--- src/rtl/lfsr_bist_pkg.sv ---
// -----------------------------------------------------------------------------
// lfsr_bist_pkg
// Shared definitions for the LFSR BIST engine:
//   - run mode encodings (pattern generation vs. signature compaction)
//   - engine state encodings
//   - default maximal-length feedback masks for common widths. Bit i set
//     means r[i] contributes to the XOR feedback; the register shifts right
//     and the feedback bit enters at the MSB.
// -----------------------------------------------------------------------------
package lfsr_bist_pkg;

    typedef enum logic {
        MODE_PRPG = 1'b0,
        MODE_MISR = 1'b1
    } mode_e;

    typedef enum logic [1:0] {
        IDLE = 2'd0,
        RUN  = 2'd1,
        DONE = 2'd2
    } state_e;

    // x^8  + x^6  + x^5  + x^4  + 1
    localparam logic [7:0]  TAPS_8  = 8'h1D;
    // x^16 + x^14 + x^13 + x^11 + 1
    localparam logic [15:0] TAPS_16 = 16'h002D;
    // x^32 + x^22 + x^2  + x    + 1
    localparam logic [31:0] TAPS_32 = 32'hC000_0401;
    // x^64 + x^63 + x^61 + x^60 + 1
    localparam logic [63:0] TAPS_64 = 64'h0000_0000_0000_001B;

endpackage : lfsr_bist_pkg

--- src/rtl/lfsr_bist_next.sv ---
// -----------------------------------------------------------------------------
// lfsr_bist_next
// Combinational next-value function of the BIST register.
//   PRPG : {fb, r[N-1:1]}
//   MISR : {fb, r[N-1:1]} ^ data_in
// where fb is the XOR reduction of r & TAPS.
//
// Ports:
//   r        in  [N-1:0]  current register value
//   data_in  in  [N-1:0]  response word folded in when mode is MISR
//   mode     in  mode_e   PRPG or MISR
//   r_next   out [N-1:0]  value the register takes on an advance
// -----------------------------------------------------------------------------
module lfsr_bist_next
    import lfsr_bist_pkg::*;
#(
    parameter int             N    = 16,
    parameter logic [N-1:0]   TAPS = N'(TAPS_16)
) (
    input  logic [N-1:0] r,
    input  logic [N-1:0] data_in,
    input  mode_e        mode,
    output logic [N-1:0] r_next
);

    // Even/odd parity of the tapped bits gives the feedback bit.
    function automatic logic feedback_parity(input logic [N-1:0] v);
        return ^v;
    endfunction

    logic           fb_s;
    logic [N-1:0]   shifted_s;

    // Shift right with feedback into the MSB, optionally folding in data_in.
    always_comb begin
        fb_s      = feedback_parity(r & TAPS);
        shifted_s = {fb_s, r[N-1:1]};
        r_next    = shifted_s;
        case (mode)
            MODE_MISR: r_next = shifted_s ^ data_in;
            MODE_PRPG: r_next = shifted_s;
            default:   r_next = shifted_s;
        endcase
    end

endmodule : lfsr_bist_next

--- src/rtl/lfsr_bist_engine.sv ---
// -----------------------------------------------------------------------------
// lfsr_bist_engine
// Runtime-configurable LFSR engine for on-chip test. A run is requested with
// a single-cycle start pulse in IDLE; mode and step count are captured then.
// PRPG advances every RUN cycle, MISR advances only on data_valid. After the
// last advance the engine spends one cycle in DONE (done=1) and returns to
// IDLE, leaving the final value on q for software to read.
//
// Ports:
//   clk        in   rising-edge clock
//   reset      in   synchronous active-high reset (wins over everything)
//   start      in   run request, honoured in IDLE only
//   mode       in   0 = PRPG, 1 = MISR, captured with start
//   count      in   [CNT_W-1:0] steps in the run, captured with start
//   seed_load  in   load seed into the register, honoured in IDLE only
//   seed       in   [N-1:0] value for seed_load
//   data_in    in   [N-1:0] MISR response word
//   data_valid in   qualifies data_in in MISR runs
//   q          out  [N-1:0] current register value
//   busy       out  high while in RUN
//   done       out  one-cycle pulse at the end of a run
//   lockup     out  (only with LFSR_BIST_LOCKUP_DET_EN) sticky flag set when
//                   a PRPG run hit the all-zero state and was reseeded
//
// Configuration macro: LFSR_BIST_LOCKUP_DET_EN enables all-zero recovery in
// PRPG runs and the lockup output. Without it, a zero register stays zero.
// -----------------------------------------------------------------------------
module lfsr_bist_engine
    import lfsr_bist_pkg::*;
#(
    parameter int             N     = 16,
    parameter logic [N-1:0]   TAPS  = N'(TAPS_16),
    parameter logic [N-1:0]   SEED  = {{(N-1){1'b0}}, 1'b1},
    parameter int             CNT_W = 16
) (
    input  logic             clk,
    input  logic             reset,
    input  logic             start,
    input  logic             mode,
    input  logic [CNT_W-1:0] count,
    input  logic             seed_load,
    input  logic [N-1:0]     seed,
    input  logic [N-1:0]     data_in,
    input  logic             data_valid,
    output logic [N-1:0]     q,
    output logic             busy,
    output logic             done
`ifdef LFSR_BIST_LOCKUP_DET_EN
    ,
    output logic             lockup
`endif
);

    state_e             state_r;
    state_e             state_next_s;
    logic [N-1:0]       r_r;
    logic [N-1:0]       r_next_s;
    mode_e              mode_r;
    logic [CNT_W-1:0]   count_r;
    logic [CNT_W-1:0]   step_cnt_r;
    logic               advance_s;
    logic               last_step_s;
    logic               lockup_hit_s;

    lfsr_bist_next #(
        .N    (N),
        .TAPS (TAPS)
    ) u_next (
        .r       (r_r),
        .data_in (data_in),
        .mode    (mode_r),
        .r_next  (r_next_s)
    );

    // An advance happens every RUN cycle in PRPG, only on valid data in MISR.
    always_comb begin
        advance_s = 1'b0;
        if (state_r == RUN) begin
            advance_s = (mode_r == MODE_PRPG) || data_valid;
        end else begin
            advance_s = 1'b0;
        end
        // The counter never wraps: it is always strictly below count_r in RUN.
        last_step_s = ((step_cnt_r + CNT_W'(1)) == count_r);
    end

`ifdef LFSR_BIST_LOCKUP_DET_EN
    logic lockup_r;

    // All-zero PRPG state would never leave zero; reseed it instead.
    assign lockup_hit_s = advance_s && (mode_r == MODE_PRPG) && (r_r == '0);

    // Sticky lockup flag, cleared by reset or by the next accepted start.
    always_ff @(posedge clk) begin
        if (reset) begin
            lockup_r <= 1'b0;
        end else if ((state_r == IDLE) && start) begin
            lockup_r <= 1'b0;
        end else if (lockup_hit_s) begin
            lockup_r <= 1'b1;
        end
    end

    assign lockup = lockup_r;
`else
    assign lockup_hit_s = 1'b0;
`endif

    // State register.
    always_ff @(posedge clk) begin
        if (reset) begin
            state_r <= IDLE;
        end else begin
            state_r <= state_next_s;
        end
    end

    // Next-state logic; a zero-length run goes straight to DONE.
    always_comb begin
        state_next_s = state_r;
        case (state_r)
            IDLE: begin
                if (start) begin
                    state_next_s = (count == '0) ? DONE : RUN;
                end else begin
                    state_next_s = IDLE;
                end
            end
            RUN: begin
                if (advance_s && last_step_s) begin
                    state_next_s = DONE;
                end else begin
                    state_next_s = RUN;
                end
            end
            DONE:    state_next_s = IDLE;
            default: state_next_s = IDLE;
        endcase
    end

    // Outputs decode the registered state, so they change only on clock edges.
    always_comb begin
        busy = 1'b0;
        done = 1'b0;
        case (state_r)
            RUN:     busy = 1'b1;
            DONE:    done = 1'b1;
            IDLE:    busy = 1'b0;
            default: busy = 1'b0;
        endcase
    end

    // Register, run configuration and step counter. A seed_load together with
    // start lands first; the first advance then works from the new seed.
    always_ff @(posedge clk) begin
        if (reset) begin
            r_r        <= SEED;
            mode_r     <= MODE_PRPG;
            count_r    <= '0;
            step_cnt_r <= '0;
        end else begin
            case (state_r)
                IDLE: begin
                    if (seed_load) begin
                        r_r <= seed;
                    end
                    if (start) begin
                        mode_r     <= mode_e'(mode);
                        count_r    <= count;
                        step_cnt_r <= '0;
                    end
                end
                RUN: begin
                    if (advance_s) begin
                        step_cnt_r <= step_cnt_r + CNT_W'(1);
                        r_r        <= lockup_hit_s ? SEED : r_next_s;
                    end
                end
                default: begin
                end
            endcase
        end
    end

    assign q = r_r;

endmodule : lfsr_bist_engine

--- config.mk ---
export PLATFORM = sky130hd
export DESIGN_NAME = lfsr_bist_engine
export DESIGN_NICKNAME = d
export VERILOG_FILES = /design/src/rtl/lfsr_bist_pkg.sv /design/src/rtl/lfsr_bist_next.sv /design/src/rtl/lfsr_bist_engine.sv
export SDC_FILE = /design/constraint.sdc
export NUM_CORES = 1
export LEC_CHECK = 0
export ABC_CLOCK_PERIOD_IN_PS = 3800
export CAP_MARGIN = 25
export CORE_MARGIN = 8
export CORE_UTILIZATION = 50
export CTS_CLUSTER_DIAMETER = 100
export DETAILED_ROUTE_END_ITERATION = 7
export GPL_TIMING_DRIVEN = 0
export PLACE_DENSITY_LB_ADDON = 0.2
export SLEW_MARGIN = 20
export SYNTH_ARGS = -nofsm -noshare
export SYNTH_HDL_FRONTEND = slang
export SYNTH_HIERARCHICAL = 1
export SYNTH_SLANG_ARGS = --single-unit
--- constraint.sdc ---
create_clock -name clk -period 3.8 [get_ports clk]
set_clock_uncertainty 0.05 [all_clocks]
set_input_delay 0.38 -clock clk [delete_from_list [all_inputs] [get_ports clk]]
set_output_delay 0.38 -clock clk [all_outputs]
set_load 0.01 [all_outputs]
==> metrics.log, run 1 <==
[metrics] run status: complete, no violations
[metrics] count of unresolved DRC violations after routing: 0
[metrics] net count after synthesis: 434
[metrics] routed wirelength normalized by instance count: 15.48 um
[metrics] total non-filler cell area in the finished layout: 3842 um^2
[metrics] total power divided by cell area: 322.8 nW/um^2
[metrics] clock tree from TritonCTS: built
[metrics] Initial Util: 50.95%
[metrics] Placement Cell Area: 3757 um^2
[metrics] area of the mapped netlist: 2963 um^2
[metrics] Peak VDD IR: 0.2240 mV
[metrics] reg-to-reg critical path endpoint: state_r[0]
[metrics] H-tree level count: 2
[metrics] number of I/O port buffers: 70
[metrics] Setup Crit Path Kind: flop to primary output
[metrics] fraction of registers with async set or reset after synthesis: 0%
[metrics] number of diodes: 0
[metrics] shortest period the worst path allows: 2.521 ns
[metrics] Syn Inst Count: 379
[metrics] DR vias/cell: 5.575
[metrics] leading cell type in the layout, fill and taps excluded: clkdlybuf4s50_1
[metrics] buffer count from post-CTS setup fixing: 0
[metrics] Req. time, crit path: 3.37 ns
[metrics] number of global-route vias before repair: 2825
[metrics] critical register-to-register path startpoint: step_cnt_r[0]
[metrics] filler cell count in the final layout: 530
[metrics] clk sink count: 51
[metrics] global-route total usage across every layer: 19.47%
[metrics] area of the multi-input gates: 1790 um^2
[metrics] transition at the pin with the smallest max-transition slack: 0.5306 ns
[metrics] Post-Synth XOR/XNOR Area: 11.95%
[metrics] number of different library cells in the post-synthesis netlist: 51
[metrics] mux contribution to synthesized area: 6.081%
[metrics] setup repair after global routing missed its margin: no
[metrics] number of CTS-inserted buffers: 5
[metrics] floorplan die width: 92.98 um
[metrics] post-route clock period utilization: 66.35%
[metrics] critical path launch point type: flop
[metrics] post-CTS clock slew at the launch and capture registers of the worst setup and hold paths: 0.08 ns
[metrics] total number of nets in the final design: 511
[metrics] sequential element share of the synthesized area: 34.46%
[metrics] main combinational cell family by area after synthesis: simple AND/OR/NAND/NOR gates
[metrics] fraction of the mapped netlist area in compound gates: 17.15%
[metrics] antenna-violating nets left: 0
[metrics] Congestion Overflow GR: 0
[metrics] number of rows created at floorplan: 28
[metrics] critical path endpoint: busy
[metrics] adder-cell share of the synthesized area: 0.4223%
[metrics] fraction of layout instances using a drive strength above 1: 6.565%
[metrics] nature of the critical path endpoint: primary output
[metrics] Synth Area in Simple Gates: 24.83%
[metrics] number of maximum-capacitance constraint violations: 0
[metrics] clock network latency to the later pin of the worst-skew pair: 0.31 ns
[metrics] number of synthesized register bits: 51
[metrics] floorplan die area: 8645 um^2
[metrics] post-synthesis to final-layout area growth: 29.69%
[metrics] PostCTS Resize Cnt: 0
[metrics] Static Leak: 0.001412 uW
[metrics] setup TNS after final layout: 0 ns
[metrics] maximum number of pins on one net before global-route repair: 16
[metrics] first-pass iteration count of the detailed router: 4
[metrics] Rel. slew slack: 64.63%
[metrics] Final Hold Fails: 0
[metrics] Fin Hold WS: 0.4182 ns
[metrics] Worst EP arrival: 2.09 ns
[metrics] Reg2Reg Setup Slack: 1.30 ns
[metrics] routed vias: 2966
[metrics] top library cells by usage in the layout, fill and taps aside: clkdlybuf4s50_1 (70), nand2_1 (68), dfxtp_1 (51), nor2_1 (40), a21oi_1 (28)
[metrics] clock root buffer: clkbuf_8
[metrics] Detailed Route Iter0 Violations: 227
[metrics] Setup violations, final: 0
[metrics] Max Clk Rate: 396.6 MHz
[metrics] Die Y: 92.98 um
[metrics] first-pass GRT wire length: 13.75 mm
[metrics] total I/O pin count: 72
[metrics] depth of the most critical reg-to-reg path: 8
[metrics] Ys Warns: 6
[metrics] mean instance size in the synthesized netlist: 7.818 um^2
[metrics] Pins Over Slew Limit: 0
[metrics] number of antenna violations at the first check in global routing: 0
[metrics] sequential standard cell area: 1021 um^2
[metrics] critical path peak fanout: 10
[metrics] final wirelength: 8.237 mm
[metrics] worst setup path startpoint: state_r[0]
[metrics] gp weighted congestion: 0.8825
[metrics] Core Region: 5816 um^2
[metrics] Main synth FF type: dfxtp_1
[metrics] number of enable-type register cells in the synthesized netlist: 0
[metrics] class of the tightest hold or removal check: primary input to flop
[metrics] detailed placement HPWL: 6.419 mm
[metrics] CTS max path bufs: 2
[metrics] post-cts hold buffer count: 0
-- sequential cells by signal, summed over array words and instances, names as in the netlist --
signal      count
mode_r          1
count_r        16
state_r         2
step_cnt_r     16
q              16
-- critical path, cell delays in order, from the launching register on --
cell and delay (ns):
dfxtp_1 0.35, nor2b_1 0.18, buf_2 0.31, buf_2 0.36, clkdlybuf4s50_1 0.60
-- per-layer routing --
metal,vias to the layer above,track usage [%],part of all wire [%]
met4,0,5.503,1.6
met1,1393,25.71,45
met2,85,31.24,48
met3,12,4.087,5.5
met5,-,0,0
li1,1476,-,-
-- per-stage QoR --
step,worst slack (ns),total power (uW),utilization [%],cells
after detailed placement,1.314,947.7,64.61,524
after global placement,1.345,938.9,64.61,524
final,1.279,1240,66.07,532
after floorplan,1.782,797.4,-,379
after CTS,1.239,1247,66.07,532
after global routing,1.041,1310,66.07,532
-- cell usage after synthesis, types with 6 or more instances --
cell | number | area share (%)
a211oi_1 | 16 | 4.1
nor2_1 | 40 | 5.1
buf_2 | 8 | 1.4
nor4_1 | 9 | 1.9
mux2i_1 | 18 | 6.1
clkbuf_1 | 12 | 1.5
o21ai_0 | 14 | 2.4
nand2_1 | 68 | 8.6
xnor2_1 | 27 | 8.0
dfxtp_1 | 51 | 34
nand4_1 | 6 | 1.3
nand3_1 | 7 | 1.2
xor2_1 | 9 | 2.7
a21oi_1 | 28 | 4.7
-- power by group --
part           total [uW]  internal [uW]  switching [uW]
clock                 305            129             176
sequential            603            569            33.5
combinational         333            176             157
-- how the worst min path moves through the flow --
stage	depth (start not counted)	end	startpoint
after floorplan	2	count_r[2]	count_r[2]
after global placement	2	count_r[3]	count_r[3]
after detailed placement	2	count_r[11]	count_r[11]
after CTS	3	state_r[1]	reset
after global routing	2	count_r[4]	count_r[4]
final	3	state_r[1]	reset
-- cells by family after synthesis --
logic type | count (synthesis)
flops | 51
buf+inv | 34
compound gates | 81
mux | 18
xor+xnor | 38
simple gates | 156
fa+ha+maj | 1
-- layout make-up --
type,instances,area share [%]
Multi-Input combinational cell,294,46.60
Tap cell,75,2.442
Sequential cell,51,26.57
Buffer,29,3.452
Clock buffer,6,1.889
Clock inverter,2,0.3256
Inverter,5,0.4884
Timing Repair Buffer,70,18.24
Note: power is estimated with default switching activity, not from simulation.
==> run 2, diff against run 1 <==
Settings changed: ABC_CLOCK_PERIOD_IN_PS 3800 to 2500.
Clock period 3.8 ns to 2.5 ns, I/O delays scaled along.
==> run 2 against run 1 <==
Net effect:
- combinational power grew 53%
- non-clock buffer count is the same
- wire length grew 1.0%
- sequential power grew 52%
- first-iteration DRC count shrank 26%
- clock power grew 54%
- critical path depth is the same
- die area is the same
- highest routed layer unchanged
==> metrics.log, run 2 (synthesis results as in run 1) <==
[metrics] Max Clk Rate: 428.1 MHz
[metrics] Setup violations, final: 0 (unchanged)
[metrics] Initial Util: 50.95% (unchanged)
[metrics] combinational power share: 26.8% (about the same)
[metrics] area of the multi-input gates: 1823 um^2 (was 1790 um^2)
[metrics] maximum number of pins on one net before global-route repair: 16 (unchanged)
[metrics] Pins Over Slew Limit: 0 (unchanged)
[metrics] total power divided by cell area: 488.3 nW/um^2 (was 322.8 nW/um^2)
[metrics] critical path launch point type: flop (unchanged)
[metrics] cells traversed along the worst timing path: nor2b_1 > buf_2 > clkbuf_4 > clkdlybuf4s50_1 (was nor2b_1 > buf_2 > buf_2 > clkdlybuf4s50_1)
[metrics] Die Y: 92.98 um (unchanged)
[metrics] clock root buffer: clkbuf_8 (unchanged)
[metrics] leading cell type in the layout, fill and taps excluded: clkdlybuf4s50_1 (unchanged)
[metrics] global-route total usage across every layer: 19.47% (unchanged)
[metrics] Rel. slew slack: 65.05% (was 64.63%)
[metrics] first-pass iteration count of the detailed router: 6 (was 4)
[metrics] proportion of power drawn by flip-flops and latches: 48.4% (was 48.6%)
[metrics] number of global-route vias before repair: 2825 (unchanged)
[metrics] internal power contribution: 1330 uW (was 873.9 uW)
[metrics] run status: complete, no violations (unchanged)
[metrics] number of rows created at floorplan: 28 (unchanged)
[metrics] Fin Hold WS: 0.2918 ns (was 0.4182 ns)
[metrics] setup slack after placement: 0.02479 ns (was 1.314 ns)
[metrics] top library cells by usage in the layout, fill and taps aside: clkdlybuf4s50_1 (70), nand2_1 (68), dfxtp_1 (50), nor2_1 (40), a21oi_1 (28) (was clkdlybuf4s50_1 (70), nand2_1 (68), dfxtp_1 (51), nor2_1 (40), a21oi_1 (28))
[metrics] setup TNS after final layout: 0 ns (unchanged)
[metrics] first-pass GRT wire length: 13.75 mm (unchanged)
[metrics] Static Leak: 0.001447 uW (was 0.001412 uW)
[metrics] fin worst setup slack: 0.1639 ns (was 1.279 ns)
[metrics] floorplan die area: 8645 um^2 (unchanged)
[metrics] transition at the pin with the smallest max-transition slack: 0.5242 ns (was 0.5306 ns)
[metrics] setup repair after global routing missed its margin: no (unchanged)
[metrics] Req. time, crit path: 2.20 ns (was 3.37 ns)
[metrics] Detailed Route Iter0 Violations: 167 (was 227)
[metrics] number of CTS-inserted buffers: 5 (unchanged)
[metrics] shortest period the worst path allows: 2.336 ns
[metrics] DR vias/cell: 5.586 (was 5.575)
[metrics] number of diodes: 0 (unchanged)
[metrics] total placed cells including tap cells: 524 (unchanged)
[metrics] clock network latency to the later pin of the worst-skew pair: 0.31 ns (about the same)
[metrics] buffer count from post-CTS setup fixing: 0 (unchanged)
[metrics] gp weighted congestion: 0.8825 (unchanged)
[metrics] switching share of power: 29.78% (was 29.53%)
[metrics] post-synthesis to final-layout area growth: 30.91% (was 29.69%)
[metrics] Setup Crit Path Kind: flop to primary output (unchanged)
[metrics] class of the tightest hold or removal check: primary input to flop (unchanged)
[metrics] clock tree from TritonCTS: built (unchanged)
[metrics] routed vias: 2972 (was 2966)
[metrics] worst stage delay on the critical path: 0.57 ns (was 0.60 ns)
[metrics] critical path peak fanout: 10 (unchanged)
[metrics] Worst EP arrival: 2.04 ns (was 2.09 ns)
[metrics] floorplan die width: 92.98 um (unchanged)
[metrics] detailed placement HPWL: 6.419 mm (unchanged)
[metrics] Reg2Reg Setup Slack: 0.23 ns (was 1.30 ns)
[metrics] sequential standard cell area: 1022 um^2 (was 1021 um^2)
[metrics] H-tree level count: 2 (unchanged)
[metrics] fraction of layout instances using a drive strength above 1: 7.440% (was 6.565%)
[metrics] post-route clock period utilization: 93.44%
[metrics] routed wirelength normalized by instance count: 15.64 um (was 15.48 um)
[metrics] Core Region: 5816 um^2 (unchanged)
[metrics] CTS max path bufs: 2 (unchanged)
[metrics] number of antenna violations at the first check in global routing: 0 (unchanged)
[metrics] number of maximum-capacitance constraint violations: 0 (unchanged)
[metrics] slowest CP cell: clkdlybuf4s50_1 (unchanged)
[metrics] number of I/O port buffers: 70 (unchanged)
[metrics] Peak VDD IR: 0.3405 mV (was 0.2240 mV)
[metrics] filler cell count in the final layout: 520 (was 530)
[metrics] final wirelength: 8.322 mm (was 8.237 mm)
[metrics] post-CTS clock slew at the launch and capture registers of the worst setup and hold paths: 0.08 ns (about the same)
[metrics] Congestion Overflow GR: 0 (unchanged)
[metrics] clk sink count: 51 (unchanged)
[metrics] Final Hold Fails: 0 (unchanged)
[metrics] total number of nets in the final design: 511 (unchanged)
[metrics] Non-Filler Instances: 532 (unchanged)
[metrics] count of unresolved DRC violations after routing: 0 (unchanged)
[metrics] clock network fraction of design power: 24.8% (was 24.6%)
[metrics] antenna-violating nets left: 0 (unchanged)
[metrics] total I/O pin count: 72 (unchanged)
[metrics] post-cts hold buffer count: 0 (unchanged)
[metrics] Psw: 564.0 uW (was 366.2 uW)
[metrics] nature of the critical path endpoint: primary output (unchanged)
run 2: cell types whose count changed in the layout (fill, tap and decap cells not counted), sizes merged:
cell	delta
buf	-1
clkbuf	+1
run 2: per-layer routing:
metal  track usage, %  routed length, um
met1            25.71               3699
met2            31.24               4003
met3            4.087                472
met4            5.503                145
met5                0                  0
run 2: power by group through the flow:
stage	Sequential [uW]	Combinational (uW)	Clock (uW)
after floorplan	942	270	0
after global placement	934	493	0
after detailed placement	936	505	0
after CTS	916	507	472
after global routing	925	560	510
final	917	508	469
run 2: metrics by stage:
| stage | total power, uW | area, um^2 | utilization, % |
|---|---|---|---|
| after CTS | 1896 | 3842 | 66.07 |
| after global routing | 1996 | 3879 | 66.70 |
| after global placement | 1427 | 3757 | 64.61 |
| after floorplan | 1212 | 2963 | - |
| after detailed placement | 1440 | 3757 | 64.61 |
| final | 1894 | 3879 | 66.70 |
run 2: layout make-up:
class / instances / share of cell area, %
timing repair buffer: 70 / 18.06
multi-input combinational: 294 / 47.00
inverter: 5 / 0.4839
clock buffer: 6 / 1.871
tap: 75 / 2.419
sequential: 51 / 26.35
clock inverter: 2 / 0.3226
buffer: 29 / 3.484
run 2: path summary, 6_finish.rpt:
check | from | endpoint | depth (start not counted)
setup / recovery | state_r[0] | busy | 4
hold / removal | reset | state_r[1] | 3
setup reg to reg | step_cnt_r[1] | state_r[0] | 8
hold reg to reg | count_r[4] | count_r[4] | 2
run 2: critical path, delay by kind of cell (launching register included):
family        cells  cell delay, ns
flops             1            0.35
buf+inv           3            1.21
simple gates      1            0.18
run 2: timing repair:
item                                    CTS  global route
endpoints found under the setup margin    0             3
endpoints found under the hold margin     0             0
resized for setup                         0             7
